<file path="src/rtl/instr_queue_if.sv">
// Fetch-to-decode handshake bundle: fetch/flush inputs, head-of-queue outputs and occupancy.
// The master modport drives the producer and consumer side; the slave modport is the queue.
interface instr_queue_if #(
  parameter int INSTR_WIDTH = 120,
  parameter int LEN_WIDTH   = 4,
  parameter int DEPTH       = 4
);
  localparam int CW = $clog2(DEPTH) + 1;

  logic                   i_flush;
  logic                   i_instr_valid;
  logic [INSTR_WIDTH-1:0] i_instr;
  logic [LEN_WIDTH-1:0]   i_instr_len;
  logic                   o_ready;
  logic                   o_res_valid;
  logic [INSTR_WIDTH-1:0] o_instr;
  logic [LEN_WIDTH-1:0]   o_instr_len;
  logic                   i_next_ready;
  logic [CW-1:0]          o_count;

  modport slave (
    input  i_flush, i_instr_valid, i_instr, i_instr_len, i_next_ready,
    output o_ready, o_res_valid, o_instr, o_instr_len, o_count
  );

  modport master (
    output i_flush, i_instr_valid, i_instr, i_instr_len, i_next_ready,
    input  o_ready, o_res_valid, o_instr, o_instr_len, o_count
  );
endinterface

</file>
<file path="src/rtl/instr_queue.sv">
// Instruction FIFO between fetch and decode. Latency 1 cycle, or 0 when INSTR_QUEUE_BYPASS_EN is defined and the queue is empty.
// o_ready depends only on occupancy, so there is no path from consumer ready back to fetch.
module instr_queue #(
  parameter int INSTR_WIDTH = 120,
  parameter int LEN_WIDTH   = 4,
  parameter int DEPTH       = 4
) (
  input logic          clk,
  input logic          reset,
  instr_queue_if.slave q
);
  localparam int PW = $clog2(DEPTH);
  localparam int CW = PW + 1;

  logic [INSTR_WIDTH-1:0] instr_mem_q [DEPTH];
  logic [LEN_WIDTH-1:0]   len_mem_q   [DEPTH];

  logic [PW-1:0] wr_ptr_q, wr_ptr_d;
  logic [PW-1:0] rd_ptr_q, rd_ptr_d;
  logic [CW-1:0] count_q, count_d;

  logic empty, full, push, pop, bypass;

  assign empty = (count_q == '0);
  assign full  = (count_q == CW'(DEPTH));

`ifdef INSTR_QUEUE_BYPASS_EN
  assign bypass = empty && q.i_instr_valid && (q.i_instr_len != '0) &&
                  q.i_next_ready && !q.i_flush;
`else
  assign bypass = 1'b0;
`endif

  // A bypassed instruction goes straight to the consumer and is never stored.
  assign push = q.i_instr_valid && !full && (q.i_instr_len != '0) && !q.i_flush && !bypass;
  assign pop  = !empty && q.i_next_ready && !q.i_flush;

  always_comb begin
    wr_ptr_d = wr_ptr_q;
    rd_ptr_d = rd_ptr_q;
    count_d  = count_q;
    if (q.i_flush) begin
      wr_ptr_d = '0;
      rd_ptr_d = '0;
      count_d  = '0;
    end else begin
      if (push) wr_ptr_d = wr_ptr_q + PW'(1);
      if (pop)  rd_ptr_d = rd_ptr_q + PW'(1);
      case ({push, pop})
        2'b10:   count_d = count_q + CW'(1);
        2'b01:   count_d = count_q - CW'(1);
        default: count_d = count_q;
      endcase
    end
  end

  always_ff @(posedge clk or posedge reset) begin
    if (reset) begin
      wr_ptr_q <= '0;
      rd_ptr_q <= '0;
      count_q  <= '0;
    end else begin
      wr_ptr_q <= wr_ptr_d;
      rd_ptr_q <= rd_ptr_d;
      count_q  <= count_d;
    end
  end

  always_ff @(posedge clk) begin
    if (push) begin
      instr_mem_q[wr_ptr_q] <= q.i_instr;
      len_mem_q[wr_ptr_q]   <= q.i_instr_len;
    end
  end

  always_comb begin
    q.o_ready     = !full;
    q.o_count     = count_q;
    q.o_res_valid = !empty || bypass;
    q.o_instr     = '0;
    q.o_instr_len = '0;
    if (bypass) begin
      q.o_instr     = q.i_instr;
      q.o_instr_len = q.i_instr_len;
    end else if (!empty) begin
      q.o_instr     = instr_mem_q[rd_ptr_q];
      q.o_instr_len = len_mem_q[rd_ptr_q];
    end
  end
endmodule

</file>
<file path="src/flat_wrapper.sv">
// flat-port wrapper written by rule: the top's interface ports become plain ports
module instr_queue_flat 
#(
  parameter int INSTR_WIDTH = 120,
  parameter int LEN_WIDTH   = 4,
  parameter int DEPTH       = 4
)
  (clk, reset, q_i_flush, q_i_instr_valid, q_i_instr, q_i_instr_len, q_i_next_ready, q_o_ready, q_o_res_valid, q_o_instr, q_o_instr_len, q_o_count);
  instr_queue_if #(.INSTR_WIDTH(INSTR_WIDTH), .LEN_WIDTH(LEN_WIDTH), .DEPTH(DEPTH)) q_i ();
  input logic clk;
  input logic reset;
  input wire logic [$bits(q_i.i_flush)-1:0] q_i_flush;
  input wire logic [$bits(q_i.i_instr_valid)-1:0] q_i_instr_valid;
  input wire logic [$bits(q_i.i_instr)-1:0] q_i_instr;
  input wire logic [$bits(q_i.i_instr_len)-1:0] q_i_instr_len;
  input wire logic [$bits(q_i.i_next_ready)-1:0] q_i_next_ready;
  output wire logic [$bits(q_i.o_ready)-1:0] q_o_ready;
  output wire logic [$bits(q_i.o_res_valid)-1:0] q_o_res_valid;
  output wire logic [$bits(q_i.o_instr)-1:0] q_o_instr;
  output wire logic [$bits(q_i.o_instr_len)-1:0] q_o_instr_len;
  output wire logic [$bits(q_i.o_count)-1:0] q_o_count;
  assign q_i.i_flush = q_i_flush;
  assign q_i.i_instr_valid = q_i_instr_valid;
  assign q_i.i_instr = q_i_instr;
  assign q_i.i_instr_len = q_i_instr_len;
  assign q_i.i_next_ready = q_i_next_ready;
  assign q_o_ready = q_i.o_ready;
  assign q_o_res_valid = q_i.o_res_valid;
  assign q_o_instr = q_i.o_instr;
  assign q_o_instr_len = q_i.o_instr_len;
  assign q_o_count = q_i.o_count;
  instr_queue #(.INSTR_WIDTH(INSTR_WIDTH), .LEN_WIDTH(LEN_WIDTH), .DEPTH(DEPTH)) u_core (.clk(clk), .reset(reset), .q(q_i));
endmodule
</file>
<file path="config.mk">
export PLATFORM = sky130hd
export DESIGN_NAME = instr_queue_flat
export DESIGN_NICKNAME = d
export VERILOG_FILES = /design/src/rtl/instr_queue_if.sv /design/src/rtl/instr_queue.sv /design/src/flat_wrapper.sv
export SDC_FILE = /design/constraint.sdc
export NUM_CORES = 1
export LEC_CHECK = 0
export CAP_MARGIN = 10
export CORE_MARGIN = 10
export CORE_UTILIZATION = 32
export DETAILED_ROUTE_END_ITERATION = 10
export PLACE_DENSITY = 0.5
export REMOVE_ABC_BUFFERS = 1
export SYNTH_ARGS = -nofsm -noshare
export SYNTH_HDL_FRONTEND = slang
export SYNTH_SLANG_ARGS = --single-unit
</file>
<file path="constraint.sdc">
create_clock -name clk -period 12 [get_ports clk]
set_clock_uncertainty 0.2 [all_clocks]
set_input_delay 2.4 -clock clk [delete_from_list [all_inputs] [get_ports clk]]
set_output_delay 2.4 -clock clk [all_outputs]
set_load 0.05 [all_outputs]
</file>
==> summary.md, run 1 <==
| Metric | Value |
|---|---|
| Final setup vio count | `0` |
| DR pass1 iterations | `5` |
| H-tree depth | `2` |
| Cell row count | `89` |
| Post-CTS Setup Inserts | `0` |
| CTS Buf Count | `55` |
| I/O Pins | `258` |
| Crit path time final | `6.86 ns` |
| Synth Area per Inst | `22.5 um2` |
| Antenna-violating nets left | `0` |
| Post-synthesis mux area share | `0.146` |
| Clock-pin transition on the worst setup and hold timing paths | `0.05 ns` |
| PD cells | `214 mW/mm2` |
| Worst vdd ir | `0.153 mV` |
| Gpl congestion | `0.693` |
| Max-slew headroom | `0.378` |
| Final design utilization | `0.411` |
| Final Cycle Share | `0.572` |
| Synthesized area | `0.0192 mm2` |
| Die W | `265 um` |
| Crit end category | `output pin` |
| DRT Wirelength | `45,700 um` |
| Crit Path Class | `reg -> out` |
| Cell count after synthesis | `853` |
| Static Leak | `7.57 nW` |
| Final net count | `1,270` |
| Top cell type by total area after synthesis | `edfxtp_1` |
| Tightest Pin Transition | `0.934 ns` |
| Maxcap violations | `0` |
| FILL cells | `5,315` |
| Fin. Hold Viols | `0` |
| Via-per-instance ratio | `4.72` |
| Initial antenna violation count | `6` |
| Clock Path Buffers | `3` |
| Port-buffer cells | `257` |
| Ys Warns | `0` |
| Min Hold Slack | `0.393 ns` |
| Multi-input gate area | `0.00395 mm2` |
| Synth Register Bits | `503` |
| Core Area | `0.0592 mm2` |
| Critical-path cell list | `buf_4, buf_4, mux4_2, and2_1, clkdlybuf4s50_1` |
| Pins Over Slew Limit | `0` |
| Avg WL per Cell | `23.4 um` |
| Netlist cell types | `33` |
| Worst EP required | `9.40 ns` |
| Hpwl dp | `26,700 um` |
| P&R area growth vs syn | `26.6%` |
| Share of layout cells above drive strength 1 | `0.184` |
| WP data arrival | `4.26 ns` |
| Hold Path Class | `reg -> reg` |
| Main combinational cell family by area after synthesis | `multiplexers` |
| Slowest stage cell, crit path | `buf_4` |
| Hold buffer count at CTS | `0` |
| Synth Area in Compound Gates | `0.00462` |
| Number of DRC markers in iteration 0 | `602` |
| Most frequent cell after synthesis | `edfxtp_1` |
| Initial Util | `0.324` |
| Clock root buffer | `clkbuf_16` |
| EDFF count, synth | `496` |
| Grt ovf | `0` |
| DIE AREA | `0.0703 mm2` |
| RSZ-0062 raised after global routing | `no` |
| Number of global-route vias before repair | `10,400` |
| Setup_tns | `0 ns` |
| First-pass GRT wire length | `68,100 um` |
| Vias | `9,222` |
| Fin worst setup slack | `5.14 ns` |
| Post-synthesis simple-gate area fraction | `0.0484` |
| CTS resizes | `0` |
| Seq/Total Area, Yosys | `0.784` |
| Worst Path Buf+Inv | `3` |
| CP max FO | `38` |
| Yosys top cell area share | `0.775` |
| Die outline height | `265 um` |
| Dominant synthesized flop cell | `edfxtp_1` |
| Post-synth ARST share | `0.0139` |
| Residual DRC count | `0` |
| Tot GR Track Use | `0.128` |
| Largest net degree at the start of global routing | `70` |
| CP most frequent cell | `buf_4` |
| FF/Latch Area | `0.0151 mm2` |
| Fin cells | `1,954` |
| Outcome | `complete, no violations` |
| R2R Setup Slk | `8.31 ns` |
| Place WS | `5.56 ns` |
| Synth top cells by count | `edfxtp_1, and2_1, mux4_2` |
| Placed cells | `1,852` |
| Total number of clock tree sinks | `503` |
| Fmax | `146 MHz` |
| CTS tree | `done` |
| Crit path max-delay family | `buffers and inverters` |
| Area contributors post-synth | `edfxtp_1, mux4_2, and2_1` |
| Post-synthesis xor/xnor area fraction | `0.00182` |
| CP startpoint kind | `register` |
| Clk_lat worst skew | `0.58 ns` |
| Adder-Cell Fraction of Synth Area | `0.00365` |
| Critical Path Max Stage Delay | `0.78 ns` |
cells by family after synthesis:
group                    Yosys count
multiplexers                     126
flip-flops                       503
AND/OR/NAND/NOR                  154
buffers and inverters             49
AO/OA/AOI/OAI                     12
XOR/XNOR                           4
adder cells (fa/ha/maj)            5
routing by layer:
metal,vias to the layer above,part of all wire,global-route usage,wire length (um)
met5,-,0.0015,0,70
met4,10,0.017,0.0300,784
met3,67,0.061,0.0383,2780
met2,240,0.49,0.208,22200
met1,4849,0.44,0.167,19900
li1,4056,-,-,-
metrics by stage:
stage / power [W] / area (um2)
finish: 0.00522 / 24300
global route: 0.00545 / 24300
CTS: 0.00532 / 24300
detailed placement: 0.00375 / 22700
global placement: 0.00374 / 22700
floorplan: 0.00320 / 19000
worst reg2reg max path, stage by stage (launching register included):
cell      delay, ns
dfrtp_1        0.57
or3_4          0.66
buf_4          0.76
nand2_1        0.21
nor3_1         0.23
fa_1           0.46
nand2b_1       0.12
nor3_1         0.06
nor4_1         0.24
a21oi_1        0.06
power breakdown:
part / switching (W) / total [W] / internal (W)
logic: 0.00102 / 0.00162 / 0.000594
registers: 0.0000412 / 0.00205 / 0.00201
clock network: 0.000666 / 0.00155 / 0.000882
sequential cells by signal, summed over array words and instances, names as in the netlist:
name	flops
u_core.len_mem_q	16
u_core.q.o_count	3
u_core.instr_mem_q	480
u_core.wr_ptr_q	2
u_core.rd_ptr_q	2
cells in the final DEF, fill, tap and decap left out, drive strengths merged:
cell           count
o211ai             1
xnor2              2
a21oi              4
nor2               7
or3                1
o21ai              2
buf               14
a31oi              1
nor3               2
bufinv             1
nand3              2
nor3b              1
clkbuf            75
nand2b             2
dfrtp              7
o41ai              1
and3               1
clkinvlp           3
diode              2
fa                 1
nor4               2
clkdlybuf4s50    257
or2                1
and2             129
nor2b              1
mux4             124
o22ai              1
mux2i              2
xor2               2
edfxtp           496
nand2              5
inv                8
a2111o             1
clkinv            17
ha                 4
o41a               1
layout make-up:
class,instances,share of cell area
timing repair buffer,271,0.110
sequential,503,0.620
antenna,2,0.000206
inverter,4,0.000617
multi-input combinational,301,0.162
tap,773,0.0397
clock inverter,25,0.00658
clock buffer,75,0.0609
path summary, 6_finish.rpt:
path / startpoint / to / depth (start not counted)
setup / recovery: u_core.rd_ptr_q[0] / q_o_instr[113] / 5
hold / removal: u_core.wr_ptr_q[1] / u_core.wr_ptr_q[1] / 2
setup reg to reg: u_core.q.o_count[2] / u_core.q.o_count[1] / 9
hold reg to reg: u_core.wr_ptr_q[1] / u_core.wr_ptr_q[1] / 2
max in group asynchronous: reset / u_core.rd_ptr_q[1] / 2
min in group asynchronous: reset / u_core.rd_ptr_q[0] / 2
(Power assumes the default switching activity.)
==> run 2: changes to the inputs <==
- PLACE_DENSITY: 0.5 -> 0.52
- clock period: 12 -> 5.6 ns (I/O delays scaled with it)
==> summary.md, run 2 (synthesis gave the netlist of run 1 again) <==
| Metric | Value |
|---|---|
| Outcome | `complete, no violations (unchanged)` |
| Placed cells | `1,854 (was 1,852)` |
| Fin cells | `1,956 (was 1,954)` |
| Clock-pin transition on the worst setup and hold timing paths | `0.06 ns (was 0.05 ns)` |
| Number of DRC markers in iteration 0 | `570 (was 602)` |
| Pins Over Slew Limit | `0 (unchanged)` |
| P&R area growth vs syn | `27.9% (was 26.6%)` |
| Fin worst setup slack | `0.924 ns (was 5.14 ns)` |
| Hold Startpoint | `u_core.wr_ptr_q[1] (unchanged)` |
| Min Hold Slack | `0.383 ns (was 0.393 ns)` |
| Slowest stage cell, crit path | `clkdlybuf4s50_1 (was buf_4)` |
| Port-buffer cells | `257 (unchanged)` |
| FILL cells | `5,291 (was 5,315)` |
| Gpl congestion | `0.671 (was 0.693)` |
| Placed instance area | `0.0229 mm2 (was 0.0227 mm2)` |
| Critical-path cell list | `or3_4, buf_12, and2_1, clkdlybuf4s50_1 (was buf_4, buf_4, mux4_2, and2_1, clkdlybuf4s50_1)` |
| Worst Path Buf+Inv | `2 (was 3)` |
| Maxcap violations | `0 (unchanged)` |
| Max-slew headroom | `0.480 (was 0.378)` |
| R2R Setup Slk | `2.30 ns (was 8.31 ns)` |
| Final design utilization | `0.415 (was 0.411)` |
| Hpwl dp | `25,900 um (was 26,700 um)` |
| Tot GR Track Use | `0.123 (was 0.128)` |
| CTS resizes | `0 (unchanged)` |
| Final net count | `1,271 (was 1,270)` |
| Clock root buffer | `clkbuf_16 (unchanged)` |
| WP data arrival | `3.36 ns (was 4.26 ns)` |
| Core Area | `0.0592 mm2 (unchanged)` |
| Worst Hold Path Cells | `2 (unchanged)` |
| CP max FO | `70 (was 38)` |
| Number of global-route vias before repair | `10,100 (was 10,400)` |
| Die W | `265 um (unchanged)` |
| Grt ovf | `0 (unchanged)` |
| Place WS | `1.44 ns (was 5.56 ns)` |
| Crit path time final | `4.68 ns` |
| Reg-to-Reg Start | `u_core.q.o_count[2] (unchanged)` |
| Via-per-instance ratio | `4.68 (was 4.72)` |
| Hold Path Sink | `u_core.wr_ptr_q[1] (unchanged)` |
| Worst EP required | `4.28 ns (was 9.40 ns)` |
| PD cells | `459 mW/mm2 (was 214 mW/mm2)` |
| Crit path max-delay family | `buffers and inverters (unchanged)` |
| Largest net degree at the start of global routing | `71 (was 70)` |
| Static Leak | `7.66 nW (was 7.57 nW)` |
| First-pass GRT wire length | `65,700 um (was 68,100 um)` |
| Share of layout cells above drive strength 1 | `0.191 (was 0.184)` |
| Cell count of the worst reg-to-reg path | `9 (unchanged)` |
| Fmax | `214 MHz` |
| Critical Path Max Stage Delay | `0.83 ns (was 0.78 ns)` |
| Clk_lat worst skew | `0.59 ns (was 0.58 ns)` |
| Final Cycle Share | `0.835` |
| Number of flip-flops in the largest register | `480 (unchanged)` |
| Worst vdd ir | `0.243 mV (was 0.153 mV)` |
| FF-to-FF End | `u_core.q.o_count[1] (unchanged)` |
| Crit Path Class | `reg -> out (unchanged)` |
| CP startpoint kind | `register (unchanged)` |
| Initial antenna violation count | `5 (was 6)` |
| Hold Path Class | `reg -> reg (unchanged)` |
| Final non-filler cell area | `0.0246 mm2 (was 0.0243 mm2)` |
| CTS Buf Count | `54 (was 55)` |
| Tightest Pin Transition | `0.780 ns (was 0.934 ns)` |
| Die outline height | `265 um (unchanged)` |
| Avg WL per Cell | `22.2 um (was 23.4 um)` |
| Post-CTS Setup Inserts | `0 (unchanged)` |
| Initial Util | `0.324 (unchanged)` |
| I/O Pins | `258 (unchanged)` |
| Total number of clock tree sinks | `503 (unchanged)` |
| Residual DRC count | `0 (unchanged)` |
| DR pass1 iterations | `4 (was 5)` |
| Largest register by flop count | `u_core.instr_mem_q (unchanged)` |
| Hold buffer count at CTS | `0 (unchanged)` |
| Most frequent cells in the layout | `edfxtp_1, clkdlybuf4s50_1, and2_1, mux4_2, clkbuf_16 (unchanged)` |
| Fin. Hold Viols | `0 (unchanged)` |
| Clock Path Buffers | `3 (unchanged)` |
| DRT Wirelength | `43,500 um (was 45,700 um)` |
| H-tree depth | `2 (unchanged)` |
| Final setup vio count | `0 (unchanged)` |
| RSZ-0062 raised after global routing | `no (unchanged)` |
| Commonest non-fill, non-tap cell in the layout | `edfxtp_1 (unchanged)` |
| Vias | `9,162 (was 9,222)` |
| Crit end category | `output pin (unchanged)` |
| DIE AREA | `0.0703 mm2 (unchanged)` |
| Cell row count | `89 (unchanged)` |
| Antenna-violating nets left | `0 (unchanged)` |
| CTS tree | `done (unchanged)` |
-- run 2: cell types whose count changed in the layout (fill, tap and decap cells not counted), moves of 3 or more --
cell / change
buf_12: +14
buf_4: -12
clkinv_2: +7
clkinv_1: -4
clkbuf_1: -3
clkbuf_8: -3
-- run 2: area by class of cell --
type | instances | area [um2] | area share
Inverter | 4 | 15.0 | 0.000611
Clock inverter | 28 | 223 | 0.00906
Clock buffer | 71 | 1480 | 0.0601
Multi-Input combinational cell | 301 | 3950 | 0.161
Antenna cell | 3 | 7.51 | 0.000305
Timing Repair Buffer | 273 | 2870 | 0.117
Sequential cell | 503 | 15100 | 0.613
Tap cell | 773 | 967 | 0.0393
-- run 2: worst max path at each step --
stage | start | cells past startpoint | slack, ns | endpoint
finish | u_core.q.o_count[2] | 4 | 0.92 | q_o_instr[49]
global route | u_core.rd_ptr_q[0] | 4 | 0.71 | q_o_instr[26]
CTS | u_core.rd_ptr_q[0] | 4 | 0.77 | q_o_instr[26]
detailed placement | u_core.rd_ptr_q[0] | 4 | 1.44 | q_o_instr[46]
global placement | u_core.rd_ptr_q[0] | 4 | 1.45 | q_o_instr[73]
floorplan | u_core.rd_ptr_q[0] | 2 | -1.54 | q_o_instr[0]
-- run 2: power breakdown --
group / leakage [nW] / switching (W) / internal (W)
clock network: 0.828 / 0.00141 / 0.00199
logic: 2.25 / 0.00216 / 0.00132
registers: 4.59 / 0.000106 / 0.00430
-- run 2: worst reg2reg max path, cell delays in order, from the launching register on --
cell and delay, ns:
dfrtp_1 0.55, or3_4 0.69, buf_12 0.34, nand2_1 0.25, nor3_1 0.20, fa_1 0.44, nand2b_1 0.13, nor3_1 0.06
nor4_1 0.25, a21oi_1 0.07
-- run 2: routing by layer --
layer | global-route usage | wire, um
met4 | 0.0334 | 824
met3 | 0.0371 | 2840
met1 | 0.154 | 18000
met2 | 0.205 | 21800
met5 | 0 | 57
-- run 2: per-stage QoR --
stage               setup TNS (ns)  power (W)
floorplan                  -191.26    0.00687
global placement                 0    0.00806
detailed placement               0    0.00806
CTS                              0     0.0115
global route                     0     0.0118
finish                           0     0.0113
==> run 3: changes to the inputs <==
- PLACE_DENSITY: 0.52 -> 0.5
- clock period: 5.6 -> 4.9 ns (I/O delays scaled with it)
==> summary.md, run 3 (synthesis gave the netlist of run 1 again) <==
| Metric | Value |
|---|---|
| Outcome | `complete, no violations (unchanged)` |
| Clock share of power | `0.304 (was 0.301)` |
| Diode count | `0 (was 3)` |
| Avg WL per Cell | `22.5 um (was 22.2 um)` |
| Most frequent cells in the layout | `edfxtp_1, clkdlybuf4s50_1, and2_1, mux4_2, clkbuf_16 (unchanged)` |
| Initial antenna violation count | `6 (was 5)` |
| PD cells | `526 mW/mm2 (was 459 mW/mm2)` |
| Multi-input gate area | `0.00395 mm2 (unchanged)` |
| I/O Pins | `258 (unchanged)` |
| P&R area growth vs syn | `27.8% (was 27.9%)` |
| Total number of clock tree sinks | `503 (unchanged)` |
| Metal3 WL | `2920 um (was 2840 um)` |
| Post-CTS Setup Inserts | `0 (unchanged)` |
| Worst Path Buf+Inv | `2 (unchanged)` |
| Crit Path Class | `reg -> out (unchanged)` |
| Tot GR Track Use | `0.124 (was 0.123)` |
| Pins Over Slew Limit | `0 (unchanged)` |
| Die outline height | `265 um (unchanged)` |
| Final non-filler cell area | `0.0246 mm2 (about the same)` |
| Static Leak | `7.66 nW (about the same)` |
| Largest register by flop count | `u_core.instr_mem_q (unchanged)` |
| Vias | `9,247 (was 9,162)` |
| Number of flip-flops in the largest register | `480 (unchanged)` |
| Comb pwr share | `0.311 (was 0.308)` |
| First-pass GRT wire length | `65,800 um (was 65,700 um)` |
| Worst EP required | `3.72 ns (was 4.28 ns)` |
| Via-per-instance ratio | `4.73 (was 4.68)` |
| Hold Path Class | `reg -> reg (unchanged)` |
| RSZ-0062 raised after global routing | `no (unchanged)` |
| FILL cells | `5,287 (was 5,291)` |
| Crit path max-delay family | `buffers and inverters (unchanged)` |
| Worst vdd ir | `0.343 mV (was 0.243 mV)` |
| WP data arrival | `3.17 ns (was 3.36 ns)` |
| Commonest non-fill, non-tap cell in the layout | `edfxtp_1 (unchanged)` |
| Reg power frac | `0.385 (was 0.391)` |
| Critical Path Max Stage Delay | `0.81 ns (was 0.83 ns)` |
| DR pass1 iterations | `5 (was 4)` |
| CTS Buf Count | `55 (was 54)` |
| Clk_lat worst skew | `0.57 ns (was 0.59 ns)` |
| Min Hold Slack | `0.406 ns (was 0.383 ns)` |
| Antenna-violating nets left | `0 (unchanged)` |
| Max-slew headroom | `0.461 (was 0.480)` |
| Place WS | `1.05 ns (was 1.44 ns)` |
| Cell row count | `89 (unchanged)` |
| Clock-pin transition on the worst setup and hold timing paths | `0.06 ns (about the same)` |
| Placed instance area | `0.0229 mm2 (about the same)` |
| CP max FO | `65 (was 70)` |
| H-tree depth | `2 (unchanged)` |
| CTS tree | `done (unchanged)` |
| Crit end category | `output pin (unchanged)` |
| Port-buffer cells | `257 (unchanged)` |
| Share of layout cells above drive strength 1 | `0.184 (was 0.191)` |
| Hpwl dp | `25,600 um (was 25,900 um)` |
| Highest metal used | `met5 (unchanged)` |
| Fin. Hold Viols | `0 (unchanged)` |
| Critical-path cell list | `or3_4, buf_4, and2_1, clkdlybuf4s50_1 (was or3_4, buf_12, and2_1, clkdlybuf4s50_1)` |
| Final design utilization | `0.415 (about the same)` |
| Tightest Pin Transition | `0.809 ns (was 0.780 ns)` |
| Fmax | `230 MHz` |
| Fin worst setup slack | `0.548 ns (was 0.924 ns)` |
| FF/Latch Area | `0.0151 mm2 (unchanged)` |
| Largest net degree at the start of global routing | `104 (was 71)` |
| DIE AREA | `0.0703 mm2 (unchanged)` |
| Clock Path Buffers | `3 (unchanged)` |
| CP startpoint kind | `register (unchanged)` |
| Die W | `265 um (unchanged)` |
| Number of DRC markers in iteration 0 | `524 (was 570)` |
| Int Power | `0.00875 W (was 0.00761 W)` |
| Final Cycle Share | `0.888` |
| Final setup vio count | `0 (unchanged)` |
| Residual DRC count | `0 (unchanged)` |
| Core Area | `0.0592 mm2 (unchanged)` |
| M1 wire length | `18,700 um (was 18,000 um)` |
| Hold buffer count at CTS | `0 (unchanged)` |
| Final net count | `1,272 (was 1,271)` |
| Slowest stage cell, crit path | `clkdlybuf4s50_1 (unchanged)` |
| Initial Util | `0.324 (unchanged)` |
| Setup_tns | `0 ns (unchanged)` |
| Maxcap violations | `0 (unchanged)` |
| Gpl congestion | `0.690 (was 0.671)` |
| Clock root buffer | `clkbuf_16 (unchanged)` |
| Sw frac | `0.323 (was 0.326)` |
| CTS resizes | `0 (unchanged)` |
| Met2 Wirelength | `21,500 um (was 21,800 um)` |
| Number of global-route vias before repair | `10,100 (about the same)` |
| DRT Wirelength | `44,000 um (was 43,500 um)` |
| Grt ovf | `0 (unchanged)` |
| Switching component of the power | `0.00417 W (was 0.00367 W)` |
| Crit path time final | `4.35 ns` |
-- run 3: changes by cell type in the layout (fill, tap and decap cells not counted) --
cell        previous run  this run
buf_4                  2         4
inv_6                  2         0
diode_2                3         0
clkbuf_1              14        15
clkinv_2              10         5
buf_12                14        12
clkinvlp_4             3         2
bufinv_16              3         4
clkinv_1               9        18
-- run 3: through the flow --
stage | instances | power [W]
6_report | 1956 | 0.0129
5_1_grt | 1956 | 0.0135
4_1_cts | 1956 | 0.0132
3_5_place_dp | 1854 | 0.00919
3_3_place_gp | 1854 | 0.00918
2_1_floorplan | 808 | 0.00785
-- run 3: area by class of cell --
class,instances,share of cell area
Clock buffer,72,0.0603
Clock inverter,30,0.00962
Inverter,4,0.000611
Multi-Input combinational cell,301,0.161
Sequential cell,503,0.614
Tap cell,773,0.0394
Timing Repair Buffer,273,0.116
-- run 3: power groups by stage --
stage / sequential [W] / clock, W / combinational, W
floorplan: 0.00526 / 0 / 0.00259
global placement: 0.00506 / 0 / 0.00412
detailed placement: 0.00507 / 0 / 0.00412
CTS: 0.00498 / 0.00407 / 0.00413
global route: 0.00499 / 0.00424 / 0.00426
finish: 0.00498 / 0.00392 / 0.00402
-- run 3: layer usage --
metal,track usage,vias to the layer above
met2,0.204,243
met1,0.155,4847
met5,0,-
li1,-,4069
met3,0.0402,76
met4,0.0301,12
-- run 3: worst register-to-register path, delay by kind of cell (launching register included) --
kind	cells	cell delay [ns]
AOI/OAI and AO/OA	1	0.07
adders and majority gates	1	0.44
DFF	1	0.55
and+or+nand+nor	6	1.56
-- run 3: worst paths after layout --
kind | cells past startpoint | startpoint | slack [ns] | endpoint
max | 4 | u_core.q.o_count[2] | 0.55 | q_o_instr[83]
min | 2 | u_core.wr_ptr_q[1] | 0.41 | u_core.wr_ptr_q[1]
max reg2reg | 8 | u_core.q.o_count[2] | 1.94 | u_core.q.o_count[1]
min reg2reg | 2 | u_core.wr_ptr_q[1] | 0.41 | u_core.wr_ptr_q[1]
max in group asynchronous | 2 | reset | 3.78 | u_core.rd_ptr_q[0]
min in group asynchronous | 2 | reset | 0.45 | u_core.q.o_count[0]
